File: src/rtl/mips_pkg.sv
// Shared definitions for the instruction fetch path: default datapath width,
// the canonical NOP word and the fetch-queue FSM state type.
package mips_pkg;

  localparam int unsigned DATA_WIDTH = 32;
  localparam logic [31:0] INSTR_NOP  = 32'h0000_0000;

  typedef enum logic [1:0] {
    REQ  = 2'd0,
    WAIT = 2'd1,
    DROP = 2'd2
  } ifq_state_t;

endpackage

File: src/rtl/ifq_fifo.sv
// Synchronous FIFO for the fetch queue. The head entry is held in its own
// register so the consumer sees a flop output, and it reads as all-zero
// whenever the FIFO is empty. Flush empties the FIFO and overrides push/pop.
module ifq_fifo #(
  parameter int unsigned WIDTH = 64,
  parameter int unsigned DEPTH = 4,
  localparam int unsigned PtrW = $clog2(DEPTH),
  localparam int unsigned CntW = PtrW + 1
) (
  input  logic             clk,
  input  logic             reset,
  input  logic             push,
  input  logic [WIDTH-1:0] push_data,
  input  logic             pop,
  input  logic             flush,
  output logic [WIDTH-1:0] head,
  output logic [CntW-1:0]  count,
  output logic             full,
  output logic             empty
);

  logic [WIDTH-1:0] mem_q [DEPTH];
  logic [PtrW-1:0]  wr_ptr_q, wr_ptr_d, rd_ptr_q, rd_ptr_d;
  logic [CntW-1:0]  count_q, count_d, remain;
  logic [WIDTH-1:0] head_q, head_d;
  logic             do_push, do_pop;

  assign count   = count_q;
  assign head    = head_q;
  assign empty   = (count_q == '0);
  assign full    = (count_q == CntW'(DEPTH));
  assign do_pop  = pop & ~empty & ~flush;
  assign do_push = push & (~full | do_pop) & ~flush;

  // Pointer, occupancy and next head-register value.
  always_comb begin
    wr_ptr_d = wr_ptr_q + PtrW'(do_push);
    rd_ptr_d = rd_ptr_q + PtrW'(do_pop);
    remain   = count_q - CntW'(do_pop);
    count_d  = remain + CntW'(do_push);
    if (flush) begin
      wr_ptr_d = '0;
      rd_ptr_d = '0;
      count_d  = '0;
      head_d   = '0;
    end else if (remain == '0) begin
      // Nothing left behind the head: a same-cycle push bypasses storage.
      head_d = do_push ? push_data : '0;
    end else begin
      head_d = mem_q[rd_ptr_d];
    end
  end

  // Control state with asynchronous reset.
  always_ff @(posedge clk or posedge reset) begin
    if (reset) begin
      wr_ptr_q <= '0;
      rd_ptr_q <= '0;
      count_q  <= '0;
      head_q   <= '0;
    end else begin
      wr_ptr_q <= wr_ptr_d;
      rd_ptr_q <= rd_ptr_d;
      count_q  <= count_d;
      head_q   <= head_d;
    end
  end

  // Entry storage; contents are only meaningful below count, so no reset.
  always_ff @(posedge clk) begin
    if (do_push) begin
      mem_q[wr_ptr_q] <= push_data;
    end
  end

endmodule

File: src/rtl/instr_fetch_queue.sv
// Instruction fetch queue: issues one word read at a time to instruction
// memory, queues {pc, instr} pairs in ifq_fifo and presents the head to the
// datapath. A redirect flushes the queue and swallows any response still owed.
// Optional build macro IFQ_STATS_EN adds saturating flush/starve counters.
module instr_fetch_queue #(
  parameter int unsigned          DATA_WIDTH = mips_pkg::DATA_WIDTH,
  parameter int unsigned          DEPTH      = 4,
  parameter logic [DATA_WIDTH-1:0] RESET_PC  = '0
) (
  input  logic                  clk,
  input  logic                  reset,
  input  logic                  redirect_valid,
  input  logic [DATA_WIDTH-1:0] redirect_pc,
  output logic                  mem_req_valid,
  output logic [DATA_WIDTH-1:0] mem_req_addr,
  input  logic                  mem_req_ready,
  input  logic                  mem_rsp_valid,
  input  logic [DATA_WIDTH-1:0] mem_rsp_data,
  output logic                  instr_valid,
  output logic [DATA_WIDTH-1:0] instr,
  output logic [DATA_WIDTH-1:0] instr_pc,
  input  logic                  instr_ready
`ifdef IFQ_STATS_EN
  ,
  output logic [15:0]           flush_count,
  output logic [15:0]           starve_count
`endif
);

  import mips_pkg::*;

  localparam int unsigned CntW = $clog2(DEPTH) + 1;

  ifq_state_t                state_q, state_d;
  logic [DATA_WIDTH-1:0]     fetch_pc_q, fetch_pc_d;
  logic [CntW-1:0]           count;
  logic                      fifo_full, fifo_empty;
  logic [2*DATA_WIDTH-1:0]   head, push_entry;
  logic                      req_fire, push, pop;

  // One request in flight at most, so count < DEPTH reserves the slot.
  assign mem_req_valid = ~reset & (state_q == REQ) & (count < CntW'(DEPTH));
  assign mem_req_addr  = fetch_pc_q;
  assign req_fire      = mem_req_valid & mem_req_ready;

  assign push       = (state_q == WAIT) & mem_rsp_valid & ~redirect_valid;
  assign pop        = instr_valid & instr_ready & ~redirect_valid;
  // fetch_pc already advanced past the outstanding request.
  assign push_entry = {fetch_pc_q - DATA_WIDTH'(4), mem_rsp_data};

  assign instr_valid = ~fifo_empty;
  assign instr       = instr_valid ? head[DATA_WIDTH-1:0] : DATA_WIDTH'(INSTR_NOP);
  assign instr_pc    = instr_valid ? head[2*DATA_WIDTH-1:DATA_WIDTH] : '0;

  // Fetch FSM and fetch PC; redirect overrides the normal transition.
  always_comb begin
    state_d    = state_q;
    fetch_pc_d = fetch_pc_q;
    unique case (state_q)
      REQ: begin
        if (req_fire) begin
          state_d    = WAIT;
          fetch_pc_d = fetch_pc_q + DATA_WIDTH'(4);
        end
      end
      WAIT:    if (mem_rsp_valid) state_d = REQ;
      DROP:    if (mem_rsp_valid) state_d = REQ;
      default: state_d = REQ;
    endcase
    if (redirect_valid) begin
      fetch_pc_d = {redirect_pc[DATA_WIDTH-1:2], 2'b00};
      // Anything not back in REQ still has a response on its way; discard it.
      if (state_d != REQ) state_d = DROP;
    end
  end

  // FSM and fetch PC registers.
  always_ff @(posedge clk or posedge reset) begin
    if (reset) begin
      state_q    <= REQ;
      fetch_pc_q <= RESET_PC;
    end else begin
      state_q    <= state_d;
      fetch_pc_q <= fetch_pc_d;
    end
  end

  ifq_fifo #(
    .WIDTH (2 * DATA_WIDTH),
    .DEPTH (DEPTH)
  ) u_fifo (
    .clk       (clk),
    .reset     (reset),
    .push      (push),
    .push_data (push_entry),
    .pop       (pop),
    .flush     (redirect_valid),
    .head      (head),
    .count     (count),
    .full      (fifo_full),
    .empty     (fifo_empty)
  );

`ifdef IFQ_STATS_EN
  logic [15:0] flush_cnt_q, starve_cnt_q;

  assign flush_count  = flush_cnt_q;
  assign starve_count = starve_cnt_q;

  // Saturating event counters.
  always_ff @(posedge clk or posedge reset) begin
    if (reset) begin
      flush_cnt_q  <= '0;
      starve_cnt_q <= '0;
    end else begin
      if (redirect_valid && flush_cnt_q != '1) flush_cnt_q <= flush_cnt_q + 16'd1;
      if (instr_ready && !instr_valid && starve_cnt_q != '1) begin
        starve_cnt_q <= starve_cnt_q + 16'd1;
      end
    end
  end
`endif

endmodule

File: config.mk
export PLATFORM = sky130hd
export DESIGN_NAME = instr_fetch_queue
export DESIGN_NICKNAME = d
export VERILOG_FILES = /design/src/rtl/mips_pkg.sv /design/src/rtl/ifq_fifo.sv /design/src/rtl/instr_fetch_queue.sv
export SDC_FILE = /design/constraint.sdc
export NUM_CORES = 1
export LEC_CHECK = 0
export CAP_MARGIN = 20
export CORE_UTILIZATION = 55
export DETAILED_ROUTE_END_ITERATION = 8
export GPL_ROUTABILITY_DRIVEN = 0
export PLACE_DENSITY = 0.78
export SYNTH_ARGS = -nofsm -noshare
export SYNTH_HDL_FRONTEND = slang
export SYNTH_SLANG_ARGS = --single-unit
export TNS_END_PERCENT = 20
File: constraint.sdc
create_clock -name clk -period 7.1 [get_ports clk]
set_input_delay 1.42 -clock clk [delete_from_list [all_inputs] [get_ports clk]]
set_output_delay 1.42 -clock clk [all_outputs]
set_load 0.02 [all_outputs]
==> impl_metrics.csv <==
group,metric,value,unit
sta,maxSlewHeadroom,33.31,%
global_routing,grt_pass1_wl,51950,microns
routing,avgViaCountPerCell,6.164,
global_routing,antenna_found_initial,0,
finish,most-common-layout-cells,"edfxtp_1, clkdlybuf4s50_1, dfrtp_1",
logic_synthesis,synth-compound-area-share,6.005,%
global_routing,grt_overflow,0,
setup_path,reg2reg_depth,9,
setup_path,arrival,5.27,ns
logic_synthesis,syn_avg_cell_area,15.31,sq um
finish,drive_above_1_share,12.72,%
power,leakagePower,0.006210,uW
setup_path,worstPathRequired,7.52,ns
floorplan,dieWidth,165.9,microns
setup_path,setup.worst_path.start_class,"input port",
logic_synthesis,synth_top_family_by_area,"simple AND/OR/NAND/NOR gates",
sta,setup_viol,0,
global_routing,grt_pass1_vias,9171,
finish,final_common_cell,"edfxtp_1",
logic_synthesis,synth_xor_area_share,2.549,%
sta,min_period_over_period,68.31,%
finish,layout.nets,1184,
min_path,min_delay_path_depth,2,
clock_network,clk_pin_slew,0.06,ns
logic_synthesis,syn-instance-count,965,
min_path,hold_end,"u_fifo.wr_ptr_q[0]",
sta,drv_slew,0,
logic_synthesis,muxShareOfSynthArea,9.452,%
outcome,status,"finished, violations left",
sta,min_period,4.850,ns
placed_design,dp_hpwl,19310,microns
sta,worst-slew-pin-transition,0.9987,ns
sta,clock.fmax,0.2062,GHz
sta,final_hold_viol_count,0,
logic_synthesis,ys_seq_area_share,67.69,%
logic_synthesis,synth-seq-cells,350,
placed_design,dp_slack,1.792,ns
outcome,violations,"DRC",
placed_design,numPortBuffers,163,
routing,routed_wl,32680,microns
finish,syn_to_final_growth,21.38,%
global_routing,grt_usage,24.44,%
logic_synthesis,synth_simple_gate_area_share,11.06,%
logic_synthesis,ys_types,48,
power,power_density,267.9,nW/um^2
sta,finalSetupTns,0,ns
min_path,hold_path.class,"reg -> reg",
routing,drc,12,
finish,fin_cells,1467,
logic_synthesis,ys_warn_count,0,
floorplan,die-area,27520,sq um
logic_synthesis,synth_top_area_share,50.41,%
routing,num_vias,9042,
flow_run,max-cap-violations,0,
floorplan,die_y,165.9,microns
setup_path,reg2reg_from,"u_fifo.count[2]",
clock_network,cts.sinks,350,
sta,rsz0062_at_grt,"no",
floorplan,fp.coreArea,26210,sq um
clock_network,cts_tree,"done",
power,peakVddDrop,0.1848,mV
floorplan,start_util,56.37,%
logic_synthesis,synth_adder_area_share,0.7623,%
setup_path,setup.worst_path.class,"in -> reg",
clock_network,numCtsBuffers,36,
clock_network,root_buffer,"clkbuf_16",
clock_network,cts_setup_buffers,0,
setup_path,crit_start,"redirect_valid",
min_path,hold_start,"u_fifo.wr_ptr_q[0]",
finish,diodes,0,
routing,postRouteAntennaNets,0,
clock_network,hold_buffers,0,
logic_synthesis,synth_area,14770,sq um
placed_design,postPlaceCellArea,16730,sq um
finish,design_area,17930,sq um
clock_network,htreeDepth,2,
placed_design,dp.cells,1402,
logic_synthesis,synth_area_leaders,"edfxtp_1, dfrtp_1, mux4_2",
clock_network,clk_latency,0.52,ns
sta,final.setup.worst_slack,2.250,ns
power,power,4804,uW
routing,drtIter0Drc,873,
routing,avgRoutedWirePerCell,22.28,microns
setup_path,end_kind,"register",
logic_synthesis,yosysTopAreaCell,"edfxtp_1",
routing,first_pass_iters,9,
setup_path,worstReg2RegEnd,"u_fifo.head[57]",
floorplan,row_count,59,
floorplan,num_io_pins,168,
clock_network,clk_path_buf_depth,3,
setup_path,r2r_slack,2.72,ns
sta,clock_skew,0.01651,ns
global_routing,grt_start_max_net_pins,63,
setup_path,path_max_fanout,40,
clock_network,postCtsResizedCells,0,
==> how the worst max path moves through the flow <==
stage / to / slack (ns)
6_report: u_fifo.head[57] / 2.25
5_1_grt: u_fifo.head[57] / 2.07
4_1_cts: u_fifo.head[57] / 2.32
3_5_place_dp: u_fifo.head[57] / 1.79
3_3_place_gp: u_fifo.head[57] / 1.87
2_1_floorplan: u_fifo.mem_q[2][0] / 0.53
==> cell families after synthesis <==
family	count (synthesis)
DFF	350
muxes	62
buffers and inverters	92
adders and majority gates	9
xor gates and xnor gates	43
and+or+nand+nor	289
AOI/OAI and AO/OA	119
other	1
==> layout make-up <==
| cell class | count | area, sq um |
|---|---|---|
| Clock inverter | 14 | 163.9 |
| Fill cell | 1754 | 8275 |
| Clock buffer | 51 | 1040 |
| Sequential cell | 350 | 10000 |
| Inverter | 15 | 58.81 |
| Multi-Input combinational cell | 525 | 4488 |
| Tap cell | 335 | 419.2 |
| Timing Repair Buffer | 177 | 1762 |
==> metal layers <==
layer  up-vias  part of all wire [%]  track usage (%)
li1       3995                     -                -
met1      4599                    41            33.59
met2       373                    49            39.35
met3        75                   6.9            4.600
met4         0                   2.8            9.061
met5         -                     0                0
==> cells in the mapped netlist (all sizes together) <==
library cell and instances:
buf 17, and4 5, nor2 38, o311ai 3
mux4 62, nand4 16, nand4bb 2, a22o 44
nand2 54, conb 1, and3 5, nor4 4
nor2b 4, or3b 1, or4 37, nor3b 3
edfxtp 248, or2 3, a21oi 4, xor2 27
a31oi 16, a32oi 1, and3b 1, nor3 9
nor4bb 1, nand3b 1, nand4b 1, xnor2 16
nand2b 4, a21o 1, o211ai 17, clkbuf 60
and2 69, a311o 1, or4b 2, dfrtp 102
ha 9, o21ai 16, nand3 20, o221ai 1
or3 9, o31ai 15, inv 15
==> per-stage QoR <==
step	hold WS, ns	utilization (%)
3_5_place_dp	0.6321	63.83
3_3_place_gp	0.6073	63.83
5_1_grt	0.6875	68.42
2_1_floorplan	0.5479	-
4_1_cts	0.6454	68.42
6_report	0.6405	68.42
==> worst max-delay path, cell delays in order <==
cell             delay [ns]
clkdlybuf4s50_1        0.45
buf_4                  0.37
inv_2                  0.36
and3_1                 0.31
ha_1                   0.21
ha_1                   0.22
xnor2_1                0.36
and4_2                 0.97
o311ai_0               0.35
o211ai_1               0.22
==> power breakdown <==
group          switching [uW]  internal (uW)  total (uW)
registers                73.9           2290        2360
clock network             753           1140        1890
logic                     309            244         552
total                    1130           3670        4800
==> registers in the layout (all words and copies together), names as in the netlist <==
signal and cells:
u_fifo.mem_q 248, u_fifo.head 63, mem_req_addr 30, u_fifo.count 3, state_q 2, u_fifo.rd_ptr_q 2, u_fifo.wr_ptr_q 2
(Power assumes the default switching activity.)
